[config.mk]
export PLATFORM = sky130hd
export DESIGN_NAME = pl_frame_filter
export DESIGN_NICKNAME = d
export VERILOG_FILES = /design/src/rtl/pl_frame_filter.sv
export SDC_FILE = /design/constraint.sdc
export NUM_CORES = 1
export LEC_CHECK = 0
export CORE_MARGIN = 2
export CORE_UTILIZATION = 35
export CTS_CLUSTER_DIAMETER = 120
export CTS_CLUSTER_SIZE = 30
export DETAILED_ROUTE_END_ITERATION = 10
export GPL_TIMING_DRIVEN = 1
export PLACE_DENSITY_LB_ADDON = 0.3
export SETUP_SLACK_MARGIN = 0.02
export SLEW_MARGIN = 20
export SYNTH_ARGS = -nofsm -noshare
export SYNTH_HDL_FRONTEND = slang
export SYNTH_SLANG_ARGS = --single-unit
[constraint.sdc]
create_clock -name clk -period 2.8 [get_ports clk]
set_input_delay 0.84 -clock clk [delete_from_list [all_inputs] [get_ports clk]]
set_output_delay 0.84 -clock clk [all_outputs]
set_load 0.01 [all_outputs]
[src/rtl/pl_frame_filter.sv]
// pl_frame_filter: POWERLINK frame header decoder and payload forwarder.
// Consumes a byte stream (destination MAC byte 0 first) and decodes the
// ethertype, message type and node IDs carried in header bytes 12..16. An
// accepted frame forwards up to PAYLOAD_MAX payload bytes.
// Optional macro PL_DST_FILTER_EN: when defined, a slave node (MASTER=0)
// rejects frames whose destination is neither NODE_ID nor broadcast 8'hFF.
module pl_frame_filter #(
    parameter logic [7:0] NODE_ID     = 8'h01,
    parameter bit         MASTER      = 1'b0,
    parameter logic [4:0] TYPE_EN     = 5'b11111,
    parameter int         PAYLOAD_MAX = 36
) (
    input  logic        clk,
    input  logic        rst,
    input  logic [7:0]  rx_data,
    input  logic        rx_rdy,
    input  logic        rx_busy,
    output logic        head_o,
    output logic        hit_o,
    output logic [4:0]  type_o,
    output logic [7:0]  dst_o,
    output logic [7:0]  src_o,
    output logic [7:0]  pl_data,
    output logic        pl_valid,
    output logic        end_o,
    output logic [10:0] pl_len
);

    typedef enum logic [1:0] {
        ST_IDLE    = 2'd0,
        ST_HEAD    = 2'd1,
        ST_PAYLOAD = 2'd2,
        ST_DROP    = 2'd3
    } state_t;

    localparam logic [10:0] PL_MAX = 11'(PAYLOAD_MAX);

    // One-hot message type, bit order {ASnd,SoA,PRes,PReq,SoC}; zero if unknown.
    function automatic logic [4:0] f_decode_type(input logic [6:0] code);
        logic [4:0] onehot;
        case (code)
            7'h01:   onehot = 5'b00001;
            7'h03:   onehot = 5'b00010;
            7'h04:   onehot = 5'b00100;
            7'h05:   onehot = 5'b01000;
            7'h06:   onehot = 5'b10000;
            default: onehot = 5'b00000;
        endcase
        return onehot;
    endfunction

    state_t      r_state;
    state_t      w_next;
    logic        r_busy_d;
    logic [11:0] r_idx;
    logic        r_fault;
    logic [4:0]  r_type_pend;
    logic [7:0]  r_dst_pend;
    logic [10:0] r_cnt;

    logic        w_start;
    logic        w_in_head;
    logic        w_take;
    logic        w_hbyte;
    logic        w_head;
    logic        w_fwd;
    logic        w_end;
    logic        w_byte_bad;
    logic [4:0]  w_type_dec;

    // A frame only starts on a fresh rising edge of rx_busy, so a frame cut
    // by reset is ignored until the line goes idle and busy again.
    assign w_start   = rx_busy & ~r_busy_d;
    assign w_in_head = (r_state == ST_HEAD) | ((r_state == ST_IDLE) & w_start);
    assign w_take    = rx_rdy & rx_busy & ((r_state != ST_IDLE) | w_start);
    assign w_hbyte   = w_take & w_in_head;
    assign w_head    = w_hbyte & (r_idx == 12'd16);
    assign w_fwd     = w_take & (r_state == ST_PAYLOAD) & (r_cnt < PL_MAX);
    assign w_end     = (r_state == ST_PAYLOAD) & ~rx_busy;
    assign w_type_dec = f_decode_type(rx_data[6:0]);

    // Per-byte header check: flags a byte that makes the frame faulty.
    always_comb begin
        w_byte_bad = 1'b0;
        case (r_idx)
            12'd12:  w_byte_bad = (rx_data != 8'h88);
            12'd13:  w_byte_bad = (rx_data != 8'hAB);
            12'd14:  w_byte_bad = ((w_type_dec & TYPE_EN) == 5'b00000);
`ifdef PL_DST_FILTER_EN
            12'd15:  w_byte_bad = !MASTER && (rx_data != NODE_ID) && (rx_data != 8'hFF);
`else
            12'd15:  w_byte_bad = 1'b0;
`endif
            default: w_byte_bad = 1'b0;
        endcase
    end

    // Next-state logic; a falling rx_busy always ends the frame.
    always_comb begin
        w_next = r_state;
        case (r_state)
            ST_IDLE: begin
                if (w_start) w_next = ST_HEAD;
                else         w_next = ST_IDLE;
            end
            ST_HEAD: begin
                if (!rx_busy)   w_next = ST_IDLE;
                else if (w_head) w_next = r_fault ? ST_DROP : ST_PAYLOAD;
                else            w_next = ST_HEAD;
            end
            ST_PAYLOAD: begin
                if (!rx_busy) w_next = ST_IDLE;
                else          w_next = ST_PAYLOAD;
            end
            ST_DROP: begin
                if (!rx_busy) w_next = ST_IDLE;
                else          w_next = ST_DROP;
            end
            default: w_next = ST_IDLE;
        endcase
    end

    // State register and busy edge detector (busy_d resets high so a frame
    // already in flight at reset release is not mistaken for a new one).
    always_ff @(posedge clk or posedge rst) begin
        if (rst) begin
            r_state  <= ST_IDLE;
            r_busy_d <= 1'b1;
        end else begin
            r_state  <= w_next;
            r_busy_d <= rx_busy;
        end
    end

    // Saturating byte index within the current frame.
    always_ff @(posedge clk or posedge rst) begin
        if (rst) begin
            r_idx <= 12'd0;
        end else if (!rx_busy) begin
            r_idx <= 12'd0;
        end else if (w_take && (r_idx != 12'd4095)) begin
            r_idx <= r_idx + 12'd1;
        end
    end

    // Header capture: fault flag, pending type and destination.
    always_ff @(posedge clk or posedge rst) begin
        if (rst) begin
            r_fault     <= 1'b0;
            r_type_pend <= 5'b00000;
            r_dst_pend  <= 8'h00;
        end else begin
            if (r_state == ST_IDLE) begin
                r_fault <= 1'b0;
            end else if (w_hbyte && w_byte_bad) begin
                r_fault <= 1'b1;
            end
            if (w_hbyte && (r_idx == 12'd14)) r_type_pend <= w_type_dec;
            if (w_hbyte && (r_idx == 12'd15)) r_dst_pend  <= rx_data;
        end
    end

    // Verdict outputs, published once per frame when byte 16 is consumed.
    always_ff @(posedge clk or posedge rst) begin
        if (rst) begin
            head_o <= 1'b0;
            hit_o  <= 1'b0;
            type_o <= 5'b00000;
            dst_o  <= 8'h00;
            src_o  <= 8'h00;
        end else begin
            head_o <= w_head;
            hit_o  <= w_head & ~r_fault;
            if (w_head) begin
                type_o <= r_fault ? 5'b00000 : r_type_pend;
                dst_o  <= r_dst_pend;
                src_o  <= rx_data;
            end
        end
    end

    // Payload forwarding, byte counter and end-of-frame report.
    always_ff @(posedge clk or posedge rst) begin
        if (rst) begin
            pl_data  <= 8'h00;
            pl_valid <= 1'b0;
            r_cnt    <= 11'd0;
            end_o    <= 1'b0;
            pl_len   <= 11'd0;
        end else begin
            pl_valid <= w_fwd;
            end_o    <= w_end;
            if (w_fwd) pl_data <= rx_data;
            if (w_head) begin
                r_cnt <= 11'd0;
            end else if (w_fwd) begin
                r_cnt <= r_cnt + 11'd1;
            end
            if (w_end) pl_len <= r_cnt;
        end
    end

endmodule
* Yosys cells after proc, flatten, opt, wreduce, memory -nomap -nowiden
Index checks and enable logic that the tools add are counted.
Word-level totals: register bits after elaboration 84, bits of input ports 12, output and inout port bits 44, logic and storage cells 76
Cells by class: add/subtract/negate cells 2, magnitude comparators 1, equality and inequality tests 17, multiplexer cells 16, bitwise logic cells 15, reduce and logical (&&, ||, !) cells 9
Operators with widths (count):
- $eq A12 B4 Y1 const B | 4
- $pmux W5 S5 | 1
- $mux W12 | 2
- $mux W11 | 2
- $eq A7 B3 Y1 const B | 3
- $ne A8 B8 Y1 const B | 2
- $add A12 B1 Y12 const B | 1
- $eq A12 B5 Y1 const B | 1
- $ne A12 B12 Y1 const B | 1
- $add A11 B1 Y11 const B | 1
- $lt A11 B6 Y1 const B | 1
- $and A1 B1 Y1 | 10
- $mux W2 | 4
- $pmux W2 S4 | 1
- $eq A7 B1 Y1 const B | 1
- $eq A7 B2 Y1 const B | 1
- $reduce_bool A2 Y1 | 3
- $logic_not A5 Y1 | 1
- $mux W5 | 1
- $eq A2 B2 Y1 const B | 2
- $logic_and A1 B1 Y1 | 4
- $mux W1 | 4
- $not A1 Y1 | 3
- $pmux W1 S3 | 1
- 4 further kinds | 5

* Logic depth before layout (Yosys ltp)
Gate-level depths: netlist of the first run.
word-level depth 9, mapped depth 7, depth with buffers taken out 6

* Worst setup path before layout of the first run
No wires, ideal clock.
kind register -> register, start point register r_idx[6], end point register src_o[2], library setup time 128 ps, data arrival time 2145 ps, setup slack 528 ps, stages on the path, launching flop included 8, cell sequence dfrtp_1 -> buf_6 -> or4_4 -> or3_1 -> buf_2 -> nor2_8 -> buf_6 -> mux2_1
On the way: longest elaborated chain between the ends 2
RTL lines:
- start: declaration | RTL line 55 | logic [11:0] r_idx;
- start signal: assignment | RTL line 142 | r_idx <= r_idx + 12'd1;
- $eq A12 B5 Y1 | RTL line 77 | assign w_head = w_hbyte & (r_idx == 12'd16);
- $and A1 B1 Y1 | RTL line 77
- end signal: assignment | RTL line 177 | src_o <= rx_data;
- end: declaration | RTL line 22 | output logic [7:0] src_o,
No other way between the ends. A chain may end at the register's enable or synchronous reset.

* Worst setup path after layout of the first run
start point input port rx_rdy, end point register r_cnt[3]
On the way: longest elaborated chain between the ends 5, elaborated cells between the ends (all ways) 8, classes of those cells mux (1); bitwise (6); reduce/logical (1)
RTL lines:
- start: declaration | RTL line 16 | input logic rx_rdy,
- $and A1 B1 Y1 (*) (2 in a row) | RTL line 75 | assign w_take = rx_rdy & rx_busy & ((r_state != ST_IDLE) | w_start);
- $and A1 B1 Y1, on equally long branches | RTL line 76, 78
- $and A1 B1 Y1, on equally long branches | RTL line 77, 78
- $mux W11 or $reduce_bool A2 Y1 (tied branches)
- end signal: assignment | RTL line 197 | r_cnt <= r_cnt + 11'd1;
- end: declaration | RTL line 59 | logic [10:0] r_cnt;
Mark *: on every way between the ends. The rest lies on a longest branch, timed or not.

==> metrics, run 1 <==
total track usage 14.4%; clk sinks 84; Post-Synth XOR/XNOR Area 0%; DP Area 4510 µm²; vias in the first global route 2,585; fin worst setup slack 0.398 ns; PwrDens 489 nW/µm²; DRC viols 0; status finished, final reports clean; mapped cell area 3750 µm²; PostCTS Resize Cnt 0; Final Hold Fails 0; Clock H-tree levels 3; vias per cell 5.14; syn avg cell area 12.2 µm²; clock buffer depth 2; ordered cell list for the critical path clkdlybuf4s50_1 > nand2_1 > buf_4 > or2_2 > or4_4 > a21oi_2; Vias 2,618; RSZ-0062 raised after global routing no; total grt overflow 0; CP endpoint kind register; Crit Path Category in2reg; pre-CTS WS 0.0386 ns; Clock transition at path regs 0.09 ns; CP max stage cell or4_4; Setup Buffers After CTS 0; Netlist cell types 52; gpl congestion 0.862; most frequently used flop master after synthesis dfrtp_1; worst hold path class reg2reg; max-slew violations 0; Nets 386; worst path bufs/invs 2; slowest stage delay, CP 0.54 ns; Setup Skew 0.00952 ns; Seq cells post-synth 84; Post-synth EDFFs 0; pin count of the biggest net entering global routing 85; die area 11,500 µm²; post-synthesis mux area share 16.3%; CTS buffer count 9; First-pass DRT Iterations 4; Clock Latency Late Sink 0.35 ns; Slew HR 59.8%; Die Ht 107 µm; n_diodes 0; max_cap viols 0; core area 10,400 µm²; largest family of logic cells by synthesized area multiplexers; final antenna-violating net count 0; Leak Pwr 2.14 nW; Synth Area in Simple Gates 14.5%; fraction of layout cells with a size suffix above 1 20.9%; Filler cells 963; IO Pins 56; compound-gate portion of the synthesized area 7.92%; wire per inst 15.3 µm; Port Buffers 55; initial DRC count 138; CTS tree yes; antenna violations before repair 0; FMAX 416 MHz; Worst Path Max Fanout 14; post-route design area 4710 µm²; CTS root buf clkbuf_8; Initial Utilization 36.1%; DP HPWL 5440 µm; Tmin final 2.40 ns; total power 2.30 mW; FFs w/ async S/R, synth 100%; Post-CTS Hold Fix Bufs 0; Die Wd 107 µm; FP Rows 37; CP delay by family, top simple AND/OR/NAND/NOR gates; final critical-path share of the clock period 85.8%; TNS Setup 0 ns; Warnings, synthesis 0; final setup violation count 0; net count after synthesis 324; worst endpoint required time 3.08 ns; Seq/Total Area, Yosys 56.1%; first-pass GRT wire length 13,200 µm; Slew @ Worst Pin 0.601 ns; Mapped Cells 307; CP Launch Type primary input; Max VDD drop 0.000256 V; post-synthesis adder-cell area fraction 1.67%; drt total wl 7800 µm; synth-to-layout area growth 25.6%; critical path data arrival time 2.68 ns
sequential cells by signal (all words and copies together), names as in the netlist, 2 cells and up:
| signal | cells |
|---|---|
| pl_len | 11 |
| type_o | 5 |
| r_cnt | 11 |
| r_idx | 12 |
| r_state | 2 |
| pl_data | 8 |
| src_o | 8 |
| dst_o | 8 |
| r_dst_pend | 8 |
| r_type_pend | 5 |
stage by stage:
step	cells	hold WS, ns	utilization (%)
after floorplan	307	0.460	-
after global placement	494	0.471	43.5
after detailed placement	494	0.480	43.5
after CTS	509	0.508	45.4
after global routing	509	0.528	45.4
final	509	0.498	45.4
kinds of logic after synthesis:
logic type	after synthesis
mux	55
compound gates	42
buf+inv	29
fa+ha+maj	5
simple gates	92
flops	84
Yosys cell counts (all sizes together) (2+ instances only):
cell type  number  area share (%)
dfrtp          83              55
nand3           8             1.1
or4             6             1.4
ha              5             1.7
a31oi           2            0.33
and3            6             1.0
or3             4            0.70
nand4b          3            0.70
nor4            8             1.3
o21a            2            0.40
inv            12             1.2
o21ai          12             1.6
nand4           5            0.84
a41oi           2            0.47
nor3           11             1.5
a21oi           5            0.77
nor2            8             1.2
mux2           47              14
nor2b           6             1.0
and4            2            0.47
o41ai           6             1.4
buf             8             1.4
o31ai           3            0.60
nand2b          2            0.33
mux2i           8             2.1
clkbuf          9            0.90
nand2          18             1.8
final cells by class:
| cell class | count | area, µm² | share of cell area [%] |
|---|---|---|---|
| well taps | 136 | 170 | 3.62 |
| flip-flops and latches | 84 | 2100 | 44.7 |
| inverters | 12 | 48.8 | 1.04 |
| multi-input cells | 194 | 1510 | 32.1 |
| clock inverters | 6 | 73.8 | 1.57 |
| repair buffers | 68 | 673 | 14.3 |
| clock buffers | 9 | 124 | 2.63 |
report_power, final:
part | internal, mW | total, mW | switching (mW) | leakage (nW)
combinational | 0.0734 | 0.163 | 0.0892 | 0.894
sequential | 1.24 | 1.26 | 0.0204 | 1.15
clock | 0.419 | 0.884 | 0.465 | 0.0938
total | 1.73 | 2.30 | 0.575 | 2.14
cell usage in the layout, fill, tap and decap left out, types with 3 or more instances in the layout:
master,Yosys,final
a21oi_1,4,4
and3_1,5,5
buf_4,0,11
clkbuf_8,0,9
clkdlybuf4s50_1,0,55
clkinvlp_4,0,3
dfrtp_1,83,83
ha_1,5,5
inv_1,12,11
mux2_1,9,9
mux2_2,38,38
mux2i_1,8,8
nand2_1,18,18
nand3_1,8,8
nand4_1,5,5
nand4b_1,3,3
nor2_1,7,7
nor2b_1,6,6
nor3_1,11,11
nor4_1,8,8
o21ai_0,12,12
o31ai_1,3,3
o41ai_1,6,6
or3_1,3,3
or4_1,3,3
layer usage:
metal	wire (µm)	track usage (%)	vias up
met5	0	0	-
met4	86	4.40	0
met3	512	4.36	10
met2	3520	21.5	75
met1	3670	20.2	1281
li1	-	-	1252
path summary, 6_finish.rpt:
| kind | cells after the start | slack (ns) | from | end |
|---|---|---|---|---|
| min in group asynchronous | 3 | 0.94 | rst | type_o[2]$_DFFE_PP0P_ |
| hold / removal | 1 | 0.50 | src_o[3]$_DFFE_PP0P_ | src_o[3]$_DFFE_PP0P_ |
| setup / recovery | 6 | 0.40 | rx_rdy | r_cnt[3]$_DFFE_PP0P_ |
| max in group asynchronous | 3 | 1.48 | rst | r_busy_d$_DFF_PP1_ |
| setup reg to reg | 4 | 0.46 | r_idx[6]$_DFFE_PP0P_ | dst_o[3]$_DFFE_PP0P_ |
| hold reg to reg | 1 | 0.50 | src_o[3]$_DFFE_PP0P_ | src_o[3]$_DFFE_PP0P_ |
No activity file was read; power rests on OpenSTA's default activity.
==> run 2, diff against run 1 <==
--- a/config.mk
+++ b/config.mk
@@ -7,11 +7,13 @@
 export LEC_CHECK = 0
 export CORE_MARGIN = 2
 export CORE_UTILIZATION = 35
+export CTS_BUF_LIST = sky130_fd_sc_hd__clkbuf_16
 export CTS_CLUSTER_DIAMETER = 120
 export CTS_CLUSTER_SIZE = 30
 export DETAILED_ROUTE_END_ITERATION = 10
 export GPL_TIMING_DRIVEN = 1
 export PLACE_DENSITY_LB_ADDON = 0.3
+export RECOVER_POWER = 50
 export SETUP_SLACK_MARGIN = 0.02
 export SLEW_MARGIN = 20
 export SYNTH_ARGS = -nofsm -noshare
==> run 2 against run 1 <==
Net effect:
- worst setup slack worse by 0.091 ns
- highest routed layer unchanged
- hold slack worse by 0.0026 ns
- critical path depth stayed put
- utilization is 0.81 points higher
- cell count stayed put
- clock skew is 0.0041 ns lower
- register-to-register slack hardly changed
- largest power group unchanged
- routed wire length is 0.89% higher
- non-clock buffer count stayed put
- die area stayed put
- via count is 0.50% higher
==> metrics, run 2 (same netlist as run 1, synthesis figures left out) <==
n_diodes 0; Clock transition at path regs 0.06 ns; FMAX 401 MHz; vias in the first global route 2,585; CP endpoint kind register; max_cap viols 0; Setup Skew 0.00547 ns; worst endpoint required time 3.06 ns; final setup violation count 0; total grt overflow 0; final antenna-violating net count 0; Die Ht 107 µm; max-slew violations 0; Initial Utilization 36.1%; wire per inst 15.5 µm; Worst Path Max Fanout 14; clock buffer depth 2; total power 2.61 mW; Clock H-tree levels 3; grt met1 use 20.6%; Net Sw Frac 23.2%; worst hold slack 0.496 ns; GRT busiest layer met2; antenna violations before repair 0; PostCTS Resize Cnt 0; post-route design area 4790 µm²; first-pass GRT wire length 13,300 µm; Port Buffers 55; status finished, final reports clean; Setup Buffers After CTS 0; Leak Pwr 2.23 nW; gpl congestion 0.862; DP HPWL 5440 µm; PwrDens 544 nW/µm²; Max VDD drop 0.000283 V; CTS root buf clkbuf_16; DP Cell Count 494; total track usage 14.5%; die area 11,500 µm²; core area 10,400 µm²; DP Area 4510 µm²; most flop-heavy register r_idx; worst hold path class reg2reg; max reg flops 12; CTS tree yes; final critical-path share of the clock period 89.0%; CP Launch Type primary input; combinational fraction of design power 6.0%; Final Hold Fails 0; Reg area 2100 µm²; clk sinks 84; vias per cell 5.17; commonest non-fill, non-tap cell in the layout dfrtp_1; internal power 2.00 mW; FP Rows 37; synth-to-layout area growth 27.9%; M3 GR Usage 4.00%; Slew @ Worst Pin 1.13 ns; grt met2 use 21.7%; Slew HR 24.4%; clock power share 45.8%; Post-CTS Hold Fix Bufs 0; critical path data arrival time 2.75 ns; Filler cells 957; Nets 386; initial DRC count 147; TNS Setup 0 ns; DRC viols 0; Seq pwr share 48.2%; drt total wl 7870 µm; pin count of the biggest net entering global routing 85; IO Pins 56; Clock Latency Late Sink 0.32 ns; most frequent cells in the layout 83 x dfrtp_1, 38 x mux2_2, 35 x clkdlybuf4s50_1; fraction of layout cells with a size suffix above 1 20.4%; Regs by FF count r_idx x12, pl_len x11, r_cnt x11; area of the multi-input gates 1510 µm²; post-route insts no fill 509; Die Wd 107 µm; Tmin final 2.49 ns; Switch Pwr 605 µW; First-pass DRT Iterations 4; RSZ-0062 raised after global routing no; CTS buffer count 9; Vias 2,631; Crit Path Category in2reg
-- run 2: cell count changes in the layout (fill, tap and decap cells not counted), sizes merged --
cell	before	now
clkdlybuf4s50	55	35
dlygate4sd3	0	20
buf	13	11
clkbuf	9	11
-- run 2: power by group through the flow --
| stage | clock [mW] | sequential (mW) | combinational [mW] |
|---|---|---|---|
| after detailed placement | 0 | 1.28 | 0.165 |
| after global routing | 1.27 | 1.26 | 0.179 |
| after CTS | 1.22 | 1.26 | 0.166 |
| after global placement | 0 | 1.28 | 0.162 |
| final | 1.19 | 1.26 | 0.156 |
| after floorplan | 0 | 1.28 | 0.0777 |
-- run 2: routing by layer --
layer	up-vias	share of wire (%)
met5	-	0
met4	0	0.92
met3	8	6.4
met2	74	45
met1	1292	47
li1	1257	-
-- run 2: area by class of cell --
type	instances	area share (%)
repair buffers	68	13.7
multi-input cells	194	31.6
inverters	12	1.02
clock buffers	9	4.70
clock inverters	6	1.54
well taps	136	3.55
flip-flops and latches	84	43.9
-- run 2: stage by stage --
| stage | util, % | worst slack (ns) |
|---|---|---|
| detailed placement | 43.5 | 0.0386 |
| global route | 46.2 | 0.207 |
| CTS | 46.4 | 0.369 |
| finish | 46.2 | 0.307 |
| floorplan | - | 0.528 |
| global placement | 43.5 | 0.0566 |
-- run 2: path summary, 6_finish.rpt --
check	cells after the start	startpoint	endpoint	slack [ns]
worst max register to register	4	r_idx[6]$_DFFE_PP0P_	dst_o[0]$_DFFE_PP0P_	0.46
worst min-delay path	1	src_o[1]$_DFFE_PP0P_	src_o[1]$_DFFE_PP0P_	0.50
worst min register to register	1	src_o[1]$_DFFE_PP0P_	src_o[1]$_DFFE_PP0P_	0.50
max in group asynchronous	3	rst	pl_len[7]$_DFFE_PP0P_	0.68
worst max-delay path	6	rx_rdy	r_cnt[3]$_DFFE_PP0P_	0.31
min in group asynchronous	3	rst	pl_data[0]$_DFFE_PP0P_	1.40
-- run 2: worst max-delay path, stage by stage --
cell and delay [ns]:
dlygate4sd3_1 0.57, nand2_1 0.10, buf_4 0.16, or2_2 0.40, or4_4 0.54, a21oi_2 0.13
